`src/rtl/dcnt_pkg.sv`:
```
// Shared definitions for the round-robin down-counter scheduler.
// Latency: n/a (types, constants and an elaboration-time helper only).
// Backpressure: n/a.
package dcnt_pkg;

    localparam int DEF_N_REQ = 4;
    localparam int DEF_W     = 4;

    typedef enum logic [1:0] {
        S_IDLE  = 2'd0,
        S_COUNT = 2'd1,
        S_DONE  = 2'd2
    } state_t;

    // Ceiling log2, used to size requester indices.
    function automatic int clog2(input int v);
        int r;
        r = 0;
        while ((1 << r) < v) r++;
        return r;
    endfunction

endpackage

```
`src/rtl/rr_arbiter.sv`:
```
// Combinational round-robin picker: first set request at or above i_ptr, wrapping to 0.
// Latency: zero cycles (pure combinational); the caller registers the result.
// Backpressure: none; the result follows i_req/i_ptr every cycle.
// Ports: i_req (request vector), i_ptr (search start index),
//        o_vld (any request), o_idx (winner index), o_onehot (winner one-hot).
module rr_arbiter
    import dcnt_pkg::*;
#(
    parameter int N_REQ = DEF_N_REQ,
    parameter int IW    = clog2(DEF_N_REQ)
) (
    input  logic [N_REQ-1:0] i_req,
    input  logic [IW-1:0]    i_ptr,
    output logic             o_vld,
    output logic [IW-1:0]    o_idx,
    output logic [N_REQ-1:0] o_onehot
);

    // Rotate so the pointer position lands at bit 0; the first set bit of
    // w_rot is then the winner, offset k from the pointer.
    logic [N_REQ-1:0] w_rot;
    logic [IW:0]      w_sum;

    assign w_rot = N_REQ'({i_req, i_req} >> i_ptr);

    always_comb begin
        o_vld    = 1'b0;
        o_idx    = '0;
        o_onehot = '0;
        w_sum    = '0;
        for (int k = 0; k < N_REQ; k++) begin
            if (!o_vld && w_rot[k]) begin
                o_vld = 1'b1;
                w_sum = {1'b0, i_ptr} + (IW+1)'(k);
                if (w_sum >= (IW+1)'(N_REQ))
                    w_sum = w_sum - (IW+1)'(N_REQ);
                o_idx = w_sum[IW-1:0];
            end
        end
        o_onehot[o_idx] = o_vld;
    end

endmodule

```
`src/rtl/down_counter_sched.sv`:
```
// Round-robin scheduler sharing one W-bit down counter among N_REQ requesters.
// Latency: grant one edge after req seen in IDLE; start value V gives V COUNT cycles, then a 1-cycle done.
// Backpressure: en low freezes the count; dropping req[cur] during COUNT cancels the job without done.
// Ports: clk, rst (async active-high), req (per-requester level), req_val (start values,
//        slice i = req_val[i*W +: W]), en (count enable), gnt (one-hot grant),
//        done (completion pulse), cnt (counter value), busy (COUNT or DONE).
module down_counter_sched
    import dcnt_pkg::*;
#(
    parameter int N_REQ = DEF_N_REQ,
    parameter int W     = DEF_W
) (
    input  logic               clk,
    input  logic               rst,
    input  logic [N_REQ-1:0]   req,
    input  logic [N_REQ*W-1:0] req_val,
    input  logic               en,
    output logic [N_REQ-1:0]   gnt,
    output logic [N_REQ-1:0]   done,
    output logic [W-1:0]       cnt,
    output logic               busy
);

    localparam int IW = clog2(N_REQ);

    state_t           r_state, w_state_nxt;
    logic [N_REQ-1:0] r_gnt,   w_gnt_nxt;
    logic [N_REQ-1:0] r_done,  w_done_nxt;
    logic [W-1:0]     r_cnt,   w_cnt_nxt;
    logic [IW-1:0]    r_cur,   w_cur_nxt;
    logic [IW-1:0]    r_rr_ptr, w_rr_ptr_nxt;

    logic             w_arb_vld;
    logic [IW-1:0]    w_arb_idx;
    logic [N_REQ-1:0] w_arb_onehot;
    logic [W-1:0]     w_val;
    logic [IW-1:0]    w_cur_inc;

    rr_arbiter #(
        .N_REQ (N_REQ),
        .IW    (IW)
    ) u_arb (
        .i_req    (req),
        .i_ptr    (r_rr_ptr),
        .o_vld    (w_arb_vld),
        .o_idx    (w_arb_idx),
        .o_onehot (w_arb_onehot)
    );

    assign w_val     = req_val[int'(w_arb_idx)*W +: W];
    // Priority moves to the requester after the one just served, wrapping.
    assign w_cur_inc = (r_cur == IW'(N_REQ-1)) ? '0 : r_cur + 1'b1;

    always_ff @(posedge clk or posedge rst) begin
        if (rst) begin
            r_state  <= S_IDLE;
            r_gnt    <= '0;
            r_done   <= '0;
            r_cnt    <= '0;
            r_cur    <= '0;
            r_rr_ptr <= '0;
        end else begin
            r_state  <= w_state_nxt;
            r_gnt    <= w_gnt_nxt;
            r_done   <= w_done_nxt;
            r_cnt    <= w_cnt_nxt;
            r_cur    <= w_cur_nxt;
            r_rr_ptr <= w_rr_ptr_nxt;
        end
    end

    always_comb begin
        w_state_nxt  = r_state;
        w_gnt_nxt    = r_gnt;
        w_done_nxt   = '0;
        w_cnt_nxt    = r_cnt;
        w_cur_nxt    = r_cur;
        w_rr_ptr_nxt = r_rr_ptr;
        case (r_state)
            S_IDLE: begin
                w_gnt_nxt = '0;
                w_cnt_nxt = '0;
                if (w_arb_vld) begin
                    w_gnt_nxt = w_arb_onehot;
                    w_cur_nxt = w_arb_idx;
                    w_cnt_nxt = w_val;
                    // A zero start value skips COUNT and completes immediately.
                    if (w_val == '0) begin
                        w_state_nxt = S_DONE;
                        w_done_nxt  = w_arb_onehot;
                    end else begin
                        w_state_nxt = S_COUNT;
                    end
                end
            end
            S_COUNT: begin
                // Cancel takes priority over enable and completion.
                if (!req[r_cur]) begin
                    w_state_nxt  = S_IDLE;
                    w_gnt_nxt    = '0;
                    w_cnt_nxt    = '0;
                    w_rr_ptr_nxt = w_cur_inc;
                end else if (en && r_cnt != '0) begin
                    w_cnt_nxt = r_cnt - 1'b1;
                    if (r_cnt == W'(1)) begin
                        w_state_nxt = S_DONE;
                        w_done_nxt  = r_gnt;
                    end
                end
            end
            S_DONE: begin
                w_state_nxt  = S_IDLE;
                w_gnt_nxt    = '0;
                w_cnt_nxt    = '0;
                w_rr_ptr_nxt = w_cur_inc;
            end
            default: begin
                w_state_nxt = S_IDLE;
                w_gnt_nxt   = '0;
                w_cnt_nxt   = '0;
            end
        endcase
    end

    assign gnt  = r_gnt;
    assign done = r_done;
    assign cnt  = r_cnt;
    assign busy = (r_state != S_IDLE);

endmodule

```
`config.mk`:
```
export PLATFORM = sky130hd
export DESIGN_NAME = down_counter_sched
export DESIGN_NICKNAME = d
export VERILOG_FILES = /design/src/rtl/dcnt_pkg.sv /design/src/rtl/rr_arbiter.sv /design/src/rtl/down_counter_sched.sv
export SDC_FILE = /design/constraint.sdc
export NUM_CORES = 1
export LEC_CHECK = 0
export ABC_AREA = 1
export BUFFER_PORTS_ARGS = -buffer_cell sky130_fd_sc_hd__buf_2
export CAP_MARGIN = 20
export CORE_MARGIN = 2
export CORE_UTILIZATION = 53
export DETAILED_ROUTE_END_ITERATION = 16
export PLACE_DENSITY = 0.82
export SYNTH_ARGS = -nofsm -noshare
export SYNTH_HDL_FRONTEND = slang
export SYNTH_HIERARCHICAL = 1
export SYNTH_SLANG_ARGS = --single-unit
```
`constraint.sdc`:
```
create_clock -name clk -period 2.3 [get_ports clk]
set_input_delay 0 -clock clk [delete_from_list [all_inputs] [get_ports clk]]
set_output_delay 0 -clock clk [all_outputs]
set_load 0.03 [all_outputs]
```
==> metrics.md, run 1 <==
| Metric | Value |
|---|---|
| Outcome | finished, final reports clean |
| Longest Clk Path Bufs | 2 |
| Largest net degree at the start of global routing | 19 |
| Final antenna-violating net count | 0 |
| Initial antenna violation count | 0 |
| # setup viols final | 0 |
| Count of different cell masters after synthesis | 27 |
| Multi-input logic area | ~880 um^2 |
| Crit Path Category | flop to flop |
| Unrepaired setup endpoints after global routing | no |
| Layout cell share with drive strength beyond 1 | 0.3468 |
| Num ports | 36 |
| Post-route cell area | 0.001712 mm^2 |
| Chip width | about 56 um |
| Max Fclk | 472.4 MHz |
| CP required | 2.52 ns |
| Final Hold Fails | 0 |
| Most common cell after layout, fill and taps aside | nand2_1 |
| H-tree depth | 1 |
| Critical path's slowest cell | dfrtp_2 |
| Clk sink count | 18 |
| Post-DP HPWL | 2472 um |
| Synth Area in Adders | 0.03463 |
| Commonest cells after routing, fill and taps aside | nand2_1, buf_2, nand3_1 |
| Post-layout minimum cycle time | 2.117 ns |
| Fill cells | 224 |
| Top Family by Delay on Critical Path | simple AND/OR/NAND/NOR gates |
| Vias after detailed routing | 1397 |
| Crit path capture type | flop |
| Vias in the first global route | 1294 |
| Slew margin rel. | 0.5540 |
| Initial Util | 0.5729 |
| TritonCTS clock tree | done |
| Dominant synthesized flop cell | dfrtp_1 |
| Wire per inst | 11.10 um |
| Seq. cell area | 452.9 um^2 |
| Peak supply drop | 1.056 mV |
| Fin. max-slew vios | 0 |
| Multiplexer share of the synthesized area | 0 |
| Least-Margin Pin Slew | 0.6683 ns |
| Ys async rst share | 1.000 |
| Synth-to-layout area growth | 18.44% |
| GRT Total Usage | 0.2031 |
| Gpl congestion | approximately 0.9 |
| Avg Inst Size Synth | 6.948 um^2 |
| Post-synthesis cell count | approximately 210 |
| Die area | 0.003160 mm^2 |
| Number of max-cap violations | 0 |
| CP max FO | 11 |
| Port buffer count | 35 |
| WP buf/inv | 4 |
| Post-Route WL | between 3000 and 4000 um |
| Largest family of logic cells by synthesized area | simple AND/OR/NAND/NOR gates |
| Slowest stage delay, CP | 0.49 ns |
| Drt drc | 0 |
| Die Ht | 56.22 um |
| Critical Path AT | 2.34 ns |
| Final nets | 276 |
| Ant. Diodes | 0 |
| Worst-path clk slew | 0.11 ns |
| Number of flops mapped to enable cells by yosys | 0 |
| Tcrit/Tclk final | 0.9203 |
| Crit path cell chain | inv_2 -> nand3_1 -> nand2_2 -> nand3_1 -> o21ai_1 -> nand2_2 -> inv_4 -> inv_4 -> nand2_1 -> nand3_1 -> nand2_1 -> nand2_1 -> nor2_4 -> inv_2 -> o21ai_2 |
| Post-synthesis xor/xnor area fraction | 0.01818 |
| Mapped Nets | 235 |
| Vias per std cell | 5.025 |
| Clock buffers created by TritonCTS | 3 |
| Post-synthesis simple-gate area fraction | 0.4597 |
| Post-Syn Area | 0.001445 mm^2 |
| CP Launch Type | flop |
| Worst Hold Class | input port to flop |
| Dpl cell area | 0.001643 mm^2 |
| Core Region | 0.002522 mm^2 |
| Pwr/cell area | 1660 mW/mm^2 |
| Sequential area share after synthesis | 0.3117 |
| Pleak | 0.9685 nW |
| First-pass GRT wire length | around 5300 um |
| YS warnings | 6 |
| Root Buffer | clkbuf_4 |
| GR Overflow Total | 0 |
| Setup TNS | 0 ns |
| Skew final | approximately 0.010 ns |
| Rows | 18 |
| Clock Latency Late Sink | 0.30 ns |
| Synth Area in Compound Gates | 0.08745 |
| Drt first pass iters | 4 |
| Register bit total from synthesis | 18 |
| Initial DRC Count | 43 |
## what timing repair did
action / in CTS / in global routing
buffers inserted: 0 / 1
setup endpoints to repair: 1 / 6
endpoints found under the hold margin: 18 / 0
gates resized for setup: 1 / 4
hold buffers: 1 / 0
## registers in the layout, indices dropped and copies added (netlist names)
register,count
cnt,4
done,4
gnt,4
r_cur,2
r_rr_ptr,2
r_state,2
## where the power goes
part           internal (W)  switching [W]
Sequential         0.000434       0.000136
Clock             0.0000965       0.000100
Combinational      0.000696        0.00138
Total               0.00123        0.00161
## worst min-delay path: stages
cell	delay (ns)
buf_2	0.07
a21boi_2	0.21
nor2_4	0.08
nand2_1	0.06
nand2_1	0.05
## worst paths after layout
kind | depth (start not counted) | start | slack [ns] | to
max | 15 | r_rr_ptr[1] | 0.18 | done[2]
min | 5 | en | 0.19 | cnt[0]
max reg2reg | 15 | r_rr_ptr[1] | 0.18 | done[2]
min reg2reg | 2 | gnt[2] | 0.51 | gnt[2]
max in group asynchronous | 3 | rst | 1.50 | r_rr_ptr[1]
min in group asynchronous | 3 | rst | 0.32 | r_cur[1]
## per-stage QoR
stage | setup slack [ns] | hold slack [ns] | std cells | util | power [W]
detailed placement | 0.01476 | 0.1280 | 272 | 0.6513 | 0.002587
global route | 0.004854 | 0.2190 | 278 | 0.6786 | 0.003114
CTS | 0.08703 | 0.1881 | 277 | 0.6701 | 0.002794
global placement | 0.04198 | 0.1276 | 272 | 0.6513 | 0.002562
finish | 0.1833 | 0.1938 | 278 | 0.6786 | 0.002841
floorplan | 0.3357 | -0.06143 | 208 | - | 0.002228
## kinds of logic (layout without fill, tap and decap cells)
| logic type | count (synthesis) | in the layout |
|---|---|---|
| AO/OA/AOI/OAI | 18 | 18 |
| XOR/XNOR | 3 | 3 |
| adder cells (fa/ha/maj) | 4 | 4 |
| buffers and inverters | 28 | 68 |
| flip-flops | 18 | 18 |
| AND/OR/NAND/NOR | 137 | 137 |
## per-layer routing
layer | up-vias | global-route usage | part of all wire
met5 | - | 0 | 0
met4 | 0 | 0.02041 | 0.0026
met3 | 2 | 0.04884 | 0.052
met2 | 38 | 0.3681 | 0.47
met1 | 620 | 0.2515 | 0.47
li1 | 737 | - | -
## cells in the mapped netlist (all sizes together) (2+ instances only)
library cell | count | area share
nand4 | 2 | 0.013
nand3 | 24 | 0.097
nor2 | 22 | 0.088
dfrtp | 18 | 0.31
ha | 4 | 0.035
o22ai | 3 | 0.013
inv | 26 | 0.073
buf | 2 | 0.016
o21ai | 12 | 0.055
xnor2 | 2 | 0.012
nand2 | 88 | 0.26
## layout make-up
cell class / count / area share
clock buffer: 4 / 0.02120
timing repair buffer: 38 / 0.1170
inverter: 26 / 0.06287
sequential: 18 / 0.2646
multi-input combinational: 162 / 0.5124
tap: 30 / 0.02193
No activity file was read; power rests on OpenSTA's default activity.
==> inputs of run 2 (changes only) <==
--- a/config.mk
+++ b/config.mk
@@ -9,9 +9,9 @@
 export BUFFER_PORTS_ARGS = -buffer_cell sky130_fd_sc_hd__buf_2
 export CAP_MARGIN = 20
 export CORE_MARGIN = 2
-export CORE_UTILIZATION = 53
+export CORE_UTILIZATION = 43
 export DETAILED_ROUTE_END_ITERATION = 16
-export PLACE_DENSITY = 0.82
+export PLACE_DENSITY = 0.67
 export SYNTH_ARGS = -nofsm -noshare
 export SYNTH_HDL_FRONTEND = slang
 export SYNTH_HIERARCHICAL = 1
==> metrics.md, run 2 (synthesized netlist as in run 1, its figures left out) <==
| Metric | Value |
|---|---|
| Outcome | finished, final reports clean (unchanged) |
| Final WS setup | 0.1785 ns (was 0.1833 ns) |
| CP required | 2.53 ns (was 2.52 ns) |
| Setup TNS | 0 ns (unchanged) |
| Drt first pass iters | 4 (unchanged) |
| Rows | 21 (was 18) |
| Least-Margin Pin Slew | 0.6873 ns (was 0.6683 ns) |
| GRT Total Usage | 0.1836 (was 0.2031) |
| CP max FO | 6 (was 11) |
| Num ports | 36 (unchanged) |
| Hold path depth | 7 (was 5) |
| Reg-to-reg endpoint | done[0] (was done[2]) |
| Clk sink count | 18 (unchanged) |
| Commonest cells after routing, fill and taps aside | nand2_1, buf_2, nand3_1 (unchanged) |
| Number of max-cap violations | 0 (unchanged) |
| Vias after detailed routing | 1409 (was 1397) |
| Fin. max-slew vios | 0 (unchanged) |
| Final cell count without fillers | 300 (was 278) |
| Critical path's slowest cell | dfrtp_2 (unchanged) |
| Cell Count Post-Placement | 288 (was 272) |
| Initial Util | 0.4400 (was 0.5729) |
| Cell mode on critical path | nand2_1 |
| Critical R2R Launch | r_rr_ptr[0] (was r_rr_ptr[1]) |
| Critical Path AT | 2.35 ns (was 2.34 ns) |
| Ant. Diodes | 0 (unchanged) |
| Max Fclk | 471.4 MHz (was 472.4 MHz) |
| Final Hold Fails | 0 (unchanged) |
| Vias per std cell | 4.697 (was 5.025) |
| Crit path capture type | flop (unchanged) |
| Dpl cell area | 0.001663 mm^2 (was 0.001643 mm^2) |
| Most common cell after layout, fill and taps aside | nand2_1 (unchanged) |
| Slowest stage delay, CP | 0.44 ns (was 0.49 ns) |
| Port buffer count | 35 (unchanged) |
| Worst R2R Path Depth | 19 (was 15) |
| Wire per inst | 10.82 um (was 11.10 um) |
| Hold Path End | cnt[1] (was cnt[0]) |
| Crit Path Category | flop to flop (unchanged) |
| Initial antenna violation count | 0 (unchanged) |
| Reg2Reg Setup Slack | 0.18 ns (about the same) |
| Worst Hold Class | input port to flop (unchanged) |
| Vias in the first global route | 1224 (was 1294) |
| CP Launch Type | flop (unchanged) |
| Slew margin rel. | 0.5413 (was 0.5540) |
| Worst-path clk slew | 0.12 ns (was 0.11 ns) |
| Synth-to-layout area growth | 23.72% (was 18.44%) |
| Post-layout minimum cycle time | 2.121 ns (was 2.117 ns) |
| Final core occ | 0.5444 (was 0.6786) |
| Peak supply drop | 0.7667 mV (was 1.056 mV) |
| Largest net degree at the start of global routing | 19 (unchanged) |
| GR Overflow Total | 0 (unchanged) |
| Post-route cell area | 0.001788 mm^2 (was 0.001712 mm^2) |
| # setup viols final | 0 (unchanged) |
| Layout cell share with drive strength beyond 1 | 0.3701 (was 0.3468) |
| Drt drc | 0 (unchanged) |
| Clock buffers created by TritonCTS | 3 (unchanged) |
| Root Buffer | clkbuf_4 (unchanged) |
| Final nets | 282 (was 276) |
| Post-Route WL | 3245 um (was 3085 um) |
| First-pass GRT wire length | 5340 um (was 5257 um) |
| Hold_sp | req_val[9] (was en) |
| Longest Clk Path Bufs | 2 (unchanged) |
| H-tree depth | 1 (unchanged) |
| Post-DP HPWL | 2510 um (was 2472 um) |
| Pwr/cell area | 1670 mW/mm^2 (was 1660 mW/mm^2) |
| Skew final | 0.01068 ns (was 0.01044 ns) |
| Die area | 0.003840 mm^2 (was 0.003160 mm^2) |
| Crit path cell chain | buf_12 -> inv_6 -> nand2_1 -> nand2_1 -> nand2_1 -> inv_2 -> nor2_4 -> nand3_2 -> nand2_1 -> nand2_2 -> clkinv_4 -> clkbuf_2 -> nand2_1 -> nand3_1 -> nand2_1 -> nand2_1 -> nor2_4 -> inv_2 -> o21ai_2 (was inv_2 -> nand3_1 -> nand2_2 -> nand3_1 -> o21ai_1 -> nand2_2 -> inv_4 -> inv_4 -> nand2_1 -> nand3_1 -> nand2_1 -> nand2_1 -> nor2_4 -> inv_2 -> o21ai_2) |
| Final antenna-violating net count | 0 (unchanged) |
| Die Ht | 61.97 um (was 56.22 um) |
| Gpl congestion | 0.8078 (was 0.8969) |
| Clock Latency Late Sink | 0.30 ns (about the same) |
| Chip width | 61.97 um (was 56.22 um) |
| TritonCTS clock tree | done (unchanged) |
| Pre-CTS setup slack | 0.05097 ns (was 0.01476 ns) |
| Pleak | 0.9960 nW (was 0.9685 nW) |
| Tcrit/Tclk final | 0.9224 (was 0.9203) |
| Initial DRC Count | 36 (was 43) |
| Core Region | 0.003284 mm^2 (was 0.002522 mm^2) |
==> run 2: cell count changes in the layout (fill, tap and decap cells not counted), moves of 2 or more <==
cell	change
clkbuf_2	+2
nand2_1	-2
nand2_2	+2
buf_4	+3
==> run 2: worst max path at each step <==
| stage | endpoint | depth (start not counted) | startpoint |
|---|---|---|---|
| after floorplan | done[0] | 19 | r_rr_ptr[0] |
| after detailed placement | done[0] | 16 | r_rr_ptr[0] |
| after global routing | done[0] | 19 | r_rr_ptr[0] |
| after global placement | done[0] | 16 | r_rr_ptr[0] |
| final | done[0] | 19 | r_rr_ptr[0] |
| after CTS | done[0] | 16 | r_rr_ptr[0] |
==> run 2: routing by layer <==
layer / GRT usage / wire length, um
met5: 0 / 0
met4: 0.03647 / 37
met3: 0.03727 / 152
met2: 0.2753 / 1486
met1: 0.2733 / 1568
==> run 2: cell type report <==
type / instances / area (um^2)
clock buffers: 4 / 36.28
repair buffers: 44 / 252.7
inverters: 26 / 110.1
fillers: 339 / 1496
well taps: 46 / 57.56
flip-flops and latches: 18 / 452.9
multi-input cells: 162 / 878.3
==> run 2: metrics by stage <==
step           total power (W)  hold slack (ns)
2_1_floorplan         0.002228         -0.06143
3_3_place_gp          0.002584           0.1511
3_5_place_dp          0.002582           0.1516
4_1_cts               0.002795           0.1722
5_1_grt               0.003320           0.2065
6_report              0.002987           0.1775
==> run 2: worst max-delay path, delay by kind of cell, from the launching register on <==
kind / cells / cell delay, ns
DFF: 1 / 0.44
and+or+nand+nor: 12 / 0.92
AOI/OAI and AO/OA: 1 / 0.11
buffers and inverters: 6 / 0.59
==> run 2: repair_timing <==
item | CTS | global route
gates resized for setup | 0 | 9
hold buffers | 1 | 0
endpoints found under the hold margin | 18 | 0
endpoints found under the setup margin | 0 | 10
buffers inserted | 0 | 7
==> run 2: where the power goes <==
| group | internal, W | total (W) | switching, W | leakage [nW] |
|---|---|---|---|---|
| clock network | 0.0000964 | 0.000204 | 0.000107 | 0.0210 |
| registers | 0.000434 | 0.000554 | 0.000120 | 0.233 |
| logic | 0.000808 | 0.00223 | 0.00142 | 0.742 |
==> inputs of run 3 (changes only) <==
==> constraint.sdc (replaced) <==
create_clock -name clk -period 2.6 [get_ports clk]
set_input_delay 0 -clock clk [delete_from_list [all_inputs] [get_ports clk]]
set_output_delay 0 -clock clk [all_outputs]
set_load 0.03 [all_outputs]
==> metrics.md, run 3 (synthesized netlist as in run 1, its figures left out) <==
| Metric | Value |
|---|---|
| Outcome | finished, final reports clean (unchanged) |
| Crit path capture type | flop (unchanged) |
| Hold Slack | 0.2014 ns (was 0.1775 ns) |
| Initial Util | 0.4400 (unchanged) |
| Crit path cell chain | nand2_1 -> nand2_1 -> nor2_1 -> nor2_4 -> o21ai_1 -> nand2_2 -> inv_2 -> inv_4 -> nand2_1 -> nand3_1 -> nand2_1 -> nand2_1 -> nor2_4 -> inv_2 -> o21ai_2 (was buf_12 -> inv_6 -> nand2_1 -> nand2_1 -> nand2_1 -> inv_2 -> nor2_4 -> nand3_2 -> nand2_1 -> nand2_2 -> clkinv_4 -> clkbuf_2 -> nand2_1 -> nand3_1 -> nand2_1 -> nand2_1 -> nor2_4 -> inv_2 -> o21ai_2) |
| Setup crit end | done[1] (was done[0]) |
| Commonest cells after routing, fill and taps aside | nand2_1, buf_2, nand3_1 (unchanged) |
| Synth-to-layout area growth | 17.84% (was 23.72%) |
| Initial DRC Count | 53 (was 36) |
| Top Family by Delay on Critical Path | simple AND/OR/NAND/NOR gates (unchanged) |
| Vias after detailed routing | 1383 (was 1409) |
| Peak supply drop | 0.5245 mV (was 0.7667 mV) |
| Drt drc | 0 (unchanged) |
| Number of max-cap violations | 0 (unchanged) |
| Critical path origin | r_rr_ptr[0] (unchanged) |
| GR Overflow Total | 0 (unchanged) |
| Setup TNS | 0 ns (unchanged) |
| Post-CTS setup repair buffer count | 0 (unchanged) |
| Die area | 0.003840 mm^2 (unchanged) |
| Rows | 21 (unchanged) |
| Slowest stage delay, CP | 0.50 ns (was 0.44 ns) |
| Core Region | 0.003284 mm^2 (unchanged) |
| Root Buffer | clkbuf_4 (unchanged) |
| Final WS setup | 0.3519 ns (was 0.1785 ns) |
| Least-Margin Pin Slew | 0.6685 ns (was 0.6873 ns) |
| Fin. max-slew vios | 0 (unchanged) |
| Slew margin rel. | 0.5538 (was 0.5413) |
| Max Fclk | 444.8 MHz (was 471.4 MHz) |
| TritonCTS clock tree | done (unchanged) |
| CP Launch Type | flop (unchanged) |
| Initial antenna violation count | 0 (unchanged) |
| Critical Path AT | 2.47 ns (was 2.35 ns) |
| Wire per inst | 10.75 um (was 10.82 um) |
| Worst-path clk slew | 0.10 ns (was 0.12 ns) |
| Pwr/cell area | 1435 mW/mm^2 (was 1670 mW/mm^2) |
| H-tree depth | 1 (unchanged) |
| First-pass GRT wire length | 5471 um (was 5340 um) |
| Chip width | 61.97 um (unchanged) |
| Worst R2R Path Depth | 15 (was 19) |
| Num ports | 36 (unchanged) |
| Final antenna-violating net count | 0 (unchanged) |
| CP max FO | 11 (was 6) |
| Layout cell share with drive strength beyond 1 | 0.3293 (was 0.3701) |
| Ant. Diodes | 0 (unchanged) |
| Clock buffers created by TritonCTS | 3 (unchanged) |
| Gpl congestion | 0.8147 (was 0.8078) |
| WP buf/inv | 3 (was 6) |
| Cell mode on critical path | nand2_1 (unchanged) |
| Vias per std cell | 4.736 (was 4.697) |
| Critical R2R Launch | r_rr_ptr[0] (unchanged) |
| Critical path's slowest cell | dfrtp_2 (unchanged) |
| Crit path depth | 15 (was 19) |
| Crit Path Category | flop to flop (unchanged) |
| Routed wl met3 | 165 um (was 152 um) |
| Port buffer count | 35 (unchanged) |
| Top Layer Used | met4 (unchanged) |
| Final Hold Fails | 0 (unchanged) |
| Pleak | 0.9548 nW (was 0.9960 nW) |
| Pre-CTS setup slack | 0.2973 ns (was 0.05097 ns) |
| Clk sink count | 18 (unchanged) |
| GRT Total Usage | 0.1887 (was 0.1836) |
| Worst Hold Class | input port to flop (unchanged) |
| Reg-to-reg endpoint | done[1] (was done[0]) |
| Unrepaired setup endpoints after global routing | no |
| Post-layout minimum cycle time | 2.248 ns (was 2.121 ns) |
| Post-Route WL | 3138 um (was 3245 um) |
| Clock Latency Late Sink | 0.29 ns (was 0.30 ns) |
| Tcrit/Tclk final | 0.8647 (was 0.9224) |
| Final nets | 274 (was 282) |
| Reg2Reg Setup Slack | 0.35 ns (was 0.18 ns) |
| # setup viols final | 0 (unchanged) |
| Drt first pass iters | 4 (unchanged) |
| Most common cell after layout, fill and taps aside | nand2_1 (unchanged) |
| Longest Clk Path Bufs | 2 (unchanged) |
| Vias in the first global route | 1269 (was 1224) |
| WL met2 | 1431 um (was 1486 um) |
| Die Ht | 61.97 um (unchanged) |
| CP required | 2.83 ns (was 2.53 ns) |
| M1 WL | 1522 um (was 1568 um) |
| Post-DP HPWL | 2550 um (was 2510 um) |
| Largest net degree at the start of global routing | 19 (unchanged) |
| Skew final | 0.001891 ns (was 0.01068 ns) |
-- run 3: cell count changes in the layout (fill, tap and decap cells not counted), moves of 2 or more --
| cell | previous run | this run |
|---|---|---|
| clkbuf_2 | 2 | 0 |
| buf_4 | 5 | 0 |
| nand2_2 | 15 | 13 |
| nand2_1 | 72 | 74 |
-- run 3: worst min-delay path by stage --
stage,startpoint,endpoint,slack [ns],depth (start not counted)
finish,req_val[0],r_state[1],0.20,8
CTS,req_val[0],r_state[1],0.20,8
global route,en,cnt[1],0.23,5
detailed placement,rst,gnt[0],0.14,2
floorplan,rst,cnt[0],-0.06,1
global placement,rst,gnt[0],0.14,2
-- run 3: metrics by stage --
step	instance area [um^2]	utilization	total power [W]	instances
6_report	1703	0.5185	0.002443	292
5_1_grt	1703	0.5185	0.002728	292
4_1_cts	1702	0.5181	0.002457	292
3_5_place_dp	1655	0.5040	0.002276	287
3_3_place_gp	1655	0.5040	0.002259	287
2_1_floorplan	1445	-	0.001971	208
-- run 3: area by class of cell --
class                           instances  area (um^2)
Fill cell                             346         1582
Timing Repair Buffer                   36        185.2
Sequential cell                        18        451.7
Inverter                               26        105.1
Multi-Input combinational cell        162        867.1
Clock buffer                            4        36.28
Tap cell                               46        57.56
-- run 3: per-layer routing --
layer,GRT usage,vias up
met5,0,-
met4,0.03040,0
li1,-,732
met1,0.2644,615
met3,0.03934,2
met2,0.3051,34
-- run 3: report_power, final --
part	switching, W	internal (W)
Clock	0.0000851	0.0000853
Sequential	0.000123	0.000383
Combinational	0.00120	0.000568
Total	0.00141	0.00104
-- run 3: worst reg2reg max path, cell delays in order, from the launching register on --
cell     delay, ns
dfrtp_2       0.50
nand2_1       0.13
nand2_1       0.06
nor2_1        0.20
nor2_4        0.08
o21ai_1       0.17
nand2_2       0.10
inv_2         0.18
inv_4         0.09
nand2_1       0.08
nand3_1       0.08
nand2_1       0.09
nand2_1       0.09
nor2_4        0.14
inv_2         0.08
o21ai_2       0.10
-- run 3: what timing repair did --
item | 4_1_cts | 5_1_grt
endpoints found under the setup margin | 0 | 1
gates resized for setup | 0 | 1
hold endpoints to repair | 18 | 0
hold buffers | 1 | 0
